<file path="src/rtl/lcd_fb_writer.sv">
// PPU pixel-stream receiver: tracks screen position, packs 2-bit shades four per byte,
// and writes them to a 160x144 frame buffer through a small stall-absorbing FIFO.

package lcd_fb_writer_pkg;
  localparam int unsigned ADDR_W = 13;
  localparam int unsigned DATA_W = 8;

  typedef struct packed {
    logic [ADDR_W-1:0] addr;
    logic [DATA_W-1:0] data;
  } fb_wr_t;
endpackage

module lcd_fb_writer
  import lcd_fb_writer_pkg::*;
#(
  parameter int unsigned H_PIXELS   = 160,
  parameter int unsigned V_LINES    = 144,
  parameter int unsigned FIFO_DEPTH = 8
) (
  input  logic              clk,
  input  logic              rst,
  input  logic [1:0]        px_in,
  input  logic              px_valid,
  input  logic [1:0]        ppu_mode,
  output logic              fb_wr_en,
  output logic [ADDR_W-1:0] fb_addr,
  output logic [DATA_W-1:0] fb_data,
  input  logic              fb_wr_ready,
  output logic              frame_done,
  input  logic              clr_err,
  output logic              ovf_err,
  output logic              frm_err
);

  localparam int unsigned X_W            = $clog2(H_PIXELS);
  localparam int unsigned Y_W            = $clog2(V_LINES);
  localparam int unsigned BYTES_PER_LINE = H_PIXELS / 4;
  localparam int unsigned LAST_ADDR      = V_LINES * BYTES_PER_LINE - 1;
  localparam int unsigned PTR_W          = $clog2(FIFO_DEPTH);
  localparam int unsigned CNT_W          = $clog2(FIFO_DEPTH + 1);
  localparam logic [1:0]  MODE_VBLANK    = 2'd1;

  typedef enum logic [1:0] {
    ST_SYNC   = 2'd0,
    ST_VBL    = 2'd1,
    ST_ACTIVE = 2'd2
  } state_t;

  state_t             state, state_next;
  logic [X_W-1:0]     x, x_next;
  logic [Y_W-1:0]     y, y_next;
  logic [DATA_W-1:0]  pack, pack_next, pack_new;
  logic [ADDR_W-1:0]  pix_addr;
  logic               push_req;
  logic               frm_set;
  fb_wr_t             push_entry;

  fb_wr_t             mem [FIFO_DEPTH];
  logic [PTR_W-1:0]   wr_ptr, rd_ptr, rd_ptr_next;
  logic [CNT_W-1:0]   count, count_next;
  logic               full, pop, push_ok, ovf_set;
  fb_wr_t             head_next;

  assign pix_addr = ADDR_W'(y) * ADDR_W'(BYTES_PER_LINE) + ADDR_W'(x >> 2);

  // Screen-position state register
  always_ff @(posedge clk or posedge rst) begin
    if (rst) begin
      state <= ST_SYNC;
      x     <= '0;
      y     <= '0;
      pack  <= '0;
    end else begin
      state <= state_next;
      x     <= x_next;
      y     <= y_next;
      pack  <= pack_next;
    end
  end

  // Next-state, pixel packing and push request
  always_comb begin
    state_next = state;
    x_next     = x;
    y_next     = y;
    pack_next  = pack;
    push_req   = 1'b0;
    frm_set    = 1'b0;
    pack_new   = pack;
    pack_new[{x[1:0], 1'b0} +: 2] = px_in;
    push_entry.addr = pix_addr;
    push_entry.data = pack_new;

    case (state)
      ST_SYNC: begin
        if (ppu_mode == MODE_VBLANK) state_next = ST_VBL;
      end
      ST_VBL: begin
        if (ppu_mode != MODE_VBLANK) begin
          state_next = ST_ACTIVE;
          x_next     = '0;
          y_next     = '0;
          pack_next  = '0;
        end
      end
      ST_ACTIVE: begin
        // Early V_BLANK aborts the frame; the partial byte is dropped
        if (ppu_mode == MODE_VBLANK) begin
          frm_set    = 1'b1;
          pack_next  = '0;
          state_next = ST_VBL;
        end else if (px_valid) begin
          pack_next = pack_new;
          if (x[1:0] == 2'd3) begin
            push_req  = 1'b1;
            pack_next = '0;
          end
          if (x == X_W'(H_PIXELS - 1)) begin
            x_next = '0;
            if (y == Y_W'(V_LINES - 1)) begin
              y_next     = '0;
              state_next = ST_VBL;
            end else begin
              y_next = y + Y_W'(1);
            end
          end else begin
            x_next = x + X_W'(1);
          end
        end
      end
      default: state_next = ST_SYNC;
    endcase
  end

  // FIFO control; a full FIFO still accepts a push when the head pops the same cycle
  always_comb begin
    full        = (count == CNT_W'(FIFO_DEPTH));
    pop         = fb_wr_en && fb_wr_ready;
    push_ok     = push_req && (!full || pop);
    ovf_set     = push_req && !push_ok;
    count_next  = count + CNT_W'(push_ok) - CNT_W'(pop);
    rd_ptr_next = pop ? rd_ptr + PTR_W'(1) : rd_ptr;
    head_next   = (push_ok && (wr_ptr == rd_ptr_next)) ? push_entry : mem[rd_ptr_next];
  end

  always_ff @(posedge clk) begin
    if (push_ok) mem[wr_ptr] <= push_entry;
  end

  always_ff @(posedge clk or posedge rst) begin
    if (rst) begin
      wr_ptr <= '0;
      rd_ptr <= '0;
      count  <= '0;
    end else begin
      if (push_ok) wr_ptr <= wr_ptr + PTR_W'(1);
      rd_ptr <= rd_ptr_next;
      count  <= count_next;
    end
  end

  // Registered write port mirrors the next FIFO head; holds while stalled
  always_ff @(posedge clk or posedge rst) begin
    if (rst) begin
      fb_wr_en   <= 1'b0;
      fb_addr    <= '0;
      fb_data    <= '0;
      frame_done <= 1'b0;
      ovf_err    <= 1'b0;
      frm_err    <= 1'b0;
    end else begin
      fb_wr_en <= (count_next != '0);
      if (count_next != '0) begin
        fb_addr <= head_next.addr;
        fb_data <= head_next.data;
      end
      frame_done <= pop && (fb_addr == ADDR_W'(LAST_ADDR));
      ovf_err    <= ovf_set | (ovf_err & ~clr_err);
      frm_err    <= frm_set | (frm_err & ~clr_err);
    end
  end

endmodule

</file>
<file path="config.mk">
export PLATFORM = sky130hd
export DESIGN_NAME = lcd_fb_writer
export DESIGN_NICKNAME = d
export VERILOG_FILES = /design/src/rtl/lcd_fb_writer.sv
export SDC_FILE = /design/constraint.sdc
export NUM_CORES = 1
export LEC_CHECK = 0
export BUFFER_PORTS_ARGS = -buffer_cell sky130_fd_sc_hd__buf_2
export CORE_ASPECT_RATIO = 1.1
export CORE_UTILIZATION = 40
export CTS_CLUSTER_DIAMETER = 30
export DETAILED_ROUTE_END_ITERATION = 10
export GPL_TIMING_DRIVEN = 1
export RECOVER_POWER = 50
export SLEW_MARGIN = 10
export SYNTH_ARGS = -nofsm -noshare
export SYNTH_HDL_FRONTEND = slang
export SYNTH_SLANG_ARGS = --single-unit
</file>
<file path="constraint.sdc">
create_clock -name clk -period 5.9 [get_ports clk]
set_clock_uncertainty 0.05 [all_clocks]
set_input_delay 1.475 -clock clk [delete_from_list [all_inputs] [get_ports clk]]
set_output_delay 1.475 -clock clk [all_outputs]
set_load 0.02 [all_outputs]
</file>
==> results.md <==
* Run status: finished, violations left
* Failing checks: max-capacitance violations, max-slew violations
* Synth Flop Type: edfxtp_1
* CP Capture Point: fb_addr[5]$_DFFE_PP0P_
* Simple-gate share of the synthesized area at 0.0963
* HPWL Detailed at 14.3 mm
* Routed Antenna Nets at 0
* Gpl congestion at 0.770
* Cell taking the most area after synthesis: edfxtp_1
* # diodes at 0
* Sequential share of power at 0.346
* WP data arrival at 5530 ps
* Area fraction of the dominant cell type after synthesis at 0.502
* Reg2reg end: fb_addr[5]$_DFFE_PP0P_
* Mapped Avg Cell Area at 15.2 um2
* Adder-cell share of the synthesized area at 0.0409
* Final worst path period share at 0.872
* DRC violation total after the first TritonRoute iteration at 455
* Fmax at 194 MHz
* Vias in the first global route at 6233
* Fin nets at 764
* Worst-margin pin slew at 3540 ps
* Cells after synthesis at 660
* Combinational fraction of design power at 0.290
* Clk sinks at 229
* Die Wd at 153 um
* Quantity of gates resized following cts at 0
* Global-route wire length before repair at 35.1 mm
* Worst-path maximum fanout at 31
* Peak VDD IR at 210 uV
* Start of the worst register-to-register path: x[0]$_DFFE_PP0P_
* Core ar. at 24500 um2
* CP Launch Point: fb_wr_ready
* Seq cells post-synth at 229
* Hold Buf Count CTS at 0
* Setup bufs post-CTS at 0
* Insertion delay of the later-clocked pin in the worst-skew pair at 510 ps
* Post-route cell area at 11900 um2
* Die area at 25700 um2
* Reg2Reg Setup Slack at 1320 ps
* Register area share after synthesis at 0.654
* Share of post-route cells with drive strength above 1 at 0.207
* Hold crit path type: register to register
* CP Depth at 12
* Synth Net Count at 700
* Worst-case reg-to-reg path depth at 10
* Die Span Y at 168 um
* Worst-case clock buffer depth at 3
* Worst setup SP type: input pin
* Crit path max-delay family: simple AND/OR/NAND/NOR gates
* Finished Layout Cells at 1063
* Port Buf Inserts at 33
* Number of antenna violations at the first check in global routing at 0
* CTS Root Cell: clkbuf_16
* Setup TNS at 0 ps
* Required @ worst endpoint at 6290 ps
* Cells after DPL at 994
* GR Util All Layers at 0.180
* CP endpoint kind: register
* Main combinational cell family by area after synthesis: multiplexers
* Total CTS buffers at 38
* Final Hold Viols at 0
* Worst path bufs/invs at 3
* Slowest cell on the critical path: nand4_1
* Clk slew on worst S/H paths at 50 ps
* Critical path cell sequence: buf_2, nand2_1, nand3_1, nand4_1, ha_1, inv_1, ha_1, fa_1, nor4_4, inv_2, nand2b_1, o221a_2
* Vias per Instance at 5.52
* H-tree depth at 2
* CTS tree: yes
* Clock share of power at 0.364
* GR Overflow Total at 0
* Drt first pass iters at 5
* Starting Density at 0.409
* Overall Power at 0.00605 W
* Max Slew Vio Count at 119
* Final setup viols at 0
* Drt total wl at 22.2 mm
* IO Pins at 34
* Top cell by count, worst path: ha_1
* Async set-reset flop share out of synthesis at 0.266
* Max-slew headroom at -1.36
* Hold Startpoint: pack[6]$_DFFE_PP0P_
* Number of flops mapped to enable cells by yosys at 168
* Mapped cell area at 10000 um2
* Post-Synth XOR/XNOR Area at 0.0198
* WS Path Type: input pin to register
* Largest net degree at the start of global routing at 62
* Total net switching power at 0.00191 W
* Cell row count at 60
* Ranking of synthesized cells by area: edfxtp_1, dfrtp_1, mux4_2
* Layout Area Growth over Synthesis at 18.3%
* Vias at 5870
* Area after DPL at 10700 um2
* Mux cell area share after synthesis at 0.106
* Unique cell type count in the Yosys netlist at 63
* Sw frac at 0.317
* Drt drc at 0
* PD cells at 509 nW/um2
* Synth Area in Compound Gates at 0.0613
* Crit path largest cell delay at 540 ps
* WL per Instance at 20.9 um
* P_leak at 4.54 nW
* Yosys Warn Count at 0
* RSZ-0062 raised after global routing: no
* Filler cells at 2042
* Internal Dissipation at 0.00413 W
* Maximum capacitance violations at 3
* Tmin final at 5140 ps
how the worst min path moves through the flow:
stage	endpoint	slack (ps)	cells past startpoint
after floorplan	pack[0]$_DFFE_PP0P_	390	2
after global placement	pack[4]$_DFFE_PP0P_	410	2
after detailed placement	pack[6]$_DFFE_PP0P_	430	2
after CTS	pack[6]$_DFFE_PP0P_	440	2
after global routing	pack[4]$_DFFE_PP0P_	460	2
final	pack[6]$_DFFE_PP0P_	440	2
synthesized netlist by cell type (all sizes together), types with 3 or more instances:
library cell	count
nand2b	12
xnor2	16
nor2b	13
a41oi	3
o221a	10
nor2	40
fa	3
o31ai	3
and3	8
xor2	5
edfxtp	168
nor3	9
a31oi	5
nor4	4
buf	14
nand4b	3
o21ai	30
nand4	15
mux2i	14
or2	4
nor3b	3
clkbuf	8
nand3	9
a21oi	9
a221oi	8
mux4	40
nand2	58
dfrtp	61
inv	30
a21o	4
ha	28
power groups by stage:
| stage | registers, W | clock network [W] | logic [W] |
|---|---|---|---|
| after floorplan | 0.00214 | 0 | 0.00129 |
| after global placement | 0.00212 | 0 | 0.00173 |
| after detailed placement | 0.00212 | 0 | 0.00178 |
| after CTS | 0.00209 | 0.00223 | 0.00179 |
| after global routing | 0.00211 | 0.00230 | 0.00193 |
| final | 0.00209 | 0.00220 | 0.00175 |
placed cells by master (no fill, tap or decap), types with 6 or more instances in the layout:
master,n
a21oi_1,7
a221oi_1,7
and3_1,8
buf_2,6
buf_4,12
clkbuf_1,33
clkbuf_16,42
clkinv_2,6
dfrtp_1,61
edfxtp_1,168
ha_1,28
inv_1,28
inv_6,7
mux2i_1,14
mux4_2,40
nand2_1,58
nand2b_1,12
nand3_1,9
nand4_1,15
nor2_1,37
nor2b_1,13
o21ai_0,30
o221a_2,10
xnor2_1,16
through the flow:
stage / util / setup WS [ps] / hold slack [ps]
after floorplan: - / 1200 / 392
after global placement: 0.434 / 780 / 406
after detailed placement: 0.434 / 608 / 429
after CTS: 0.487 / 1100 / 439
after global routing: 0.484 / 479 / 463
final: 0.484 / 758 / 436
per-layer routing:
layer  vias to the layer above  share of wire  track usage
met2                       152           0.51        0.316
met5                         -              0            0
met1                      3005           0.41        0.225
li1                       2665              -            -
met3                        48          0.046       0.0257
met4                         0          0.027       0.0720
final cells by class:
class                           instances  area, um2  area share
Timing Repair Buffer                   46        225      0.0190
Inverter                               30        113     0.00948
Sequential cell                       229       6570       0.553
Clock inverter                         21        220      0.0185
Clock buffer                           48       1080      0.0912
Tap cell                              310        388      0.0326
Multi-Input combinational cell        379       3280       0.276
state kept, by name, indices dropped and copies added, names as in the netlist:
signal / flops
mem: 168
fb_addr: 13
fb_data: 8
pack: 8
x: 8
y: 8
count: 4
rd_ptr: 3
wr_ptr: 3
state: 2
fb_wr_en: 1
frame_done: 1
frm_err: 1
ovf_err: 1
logic make-up (layout without fill, tap and decap cells):
logic type,after synthesis,count (layout)
flip-flops,229,229
AND/OR/NAND/NOR,186,186
AO/OA/AOI/OAI,85,85
multiplexers,56,56
buffers and inverters,52,145
adder cells (fa/ha/maj),31,31
XOR/XNOR,21,21
worst min-delay path, cell delays in order, from the launching register on:
cell and delay (ps):
dfrtp_1 310, inv_1 50, nor2_1 90
(Power assumes the default switching activity.)
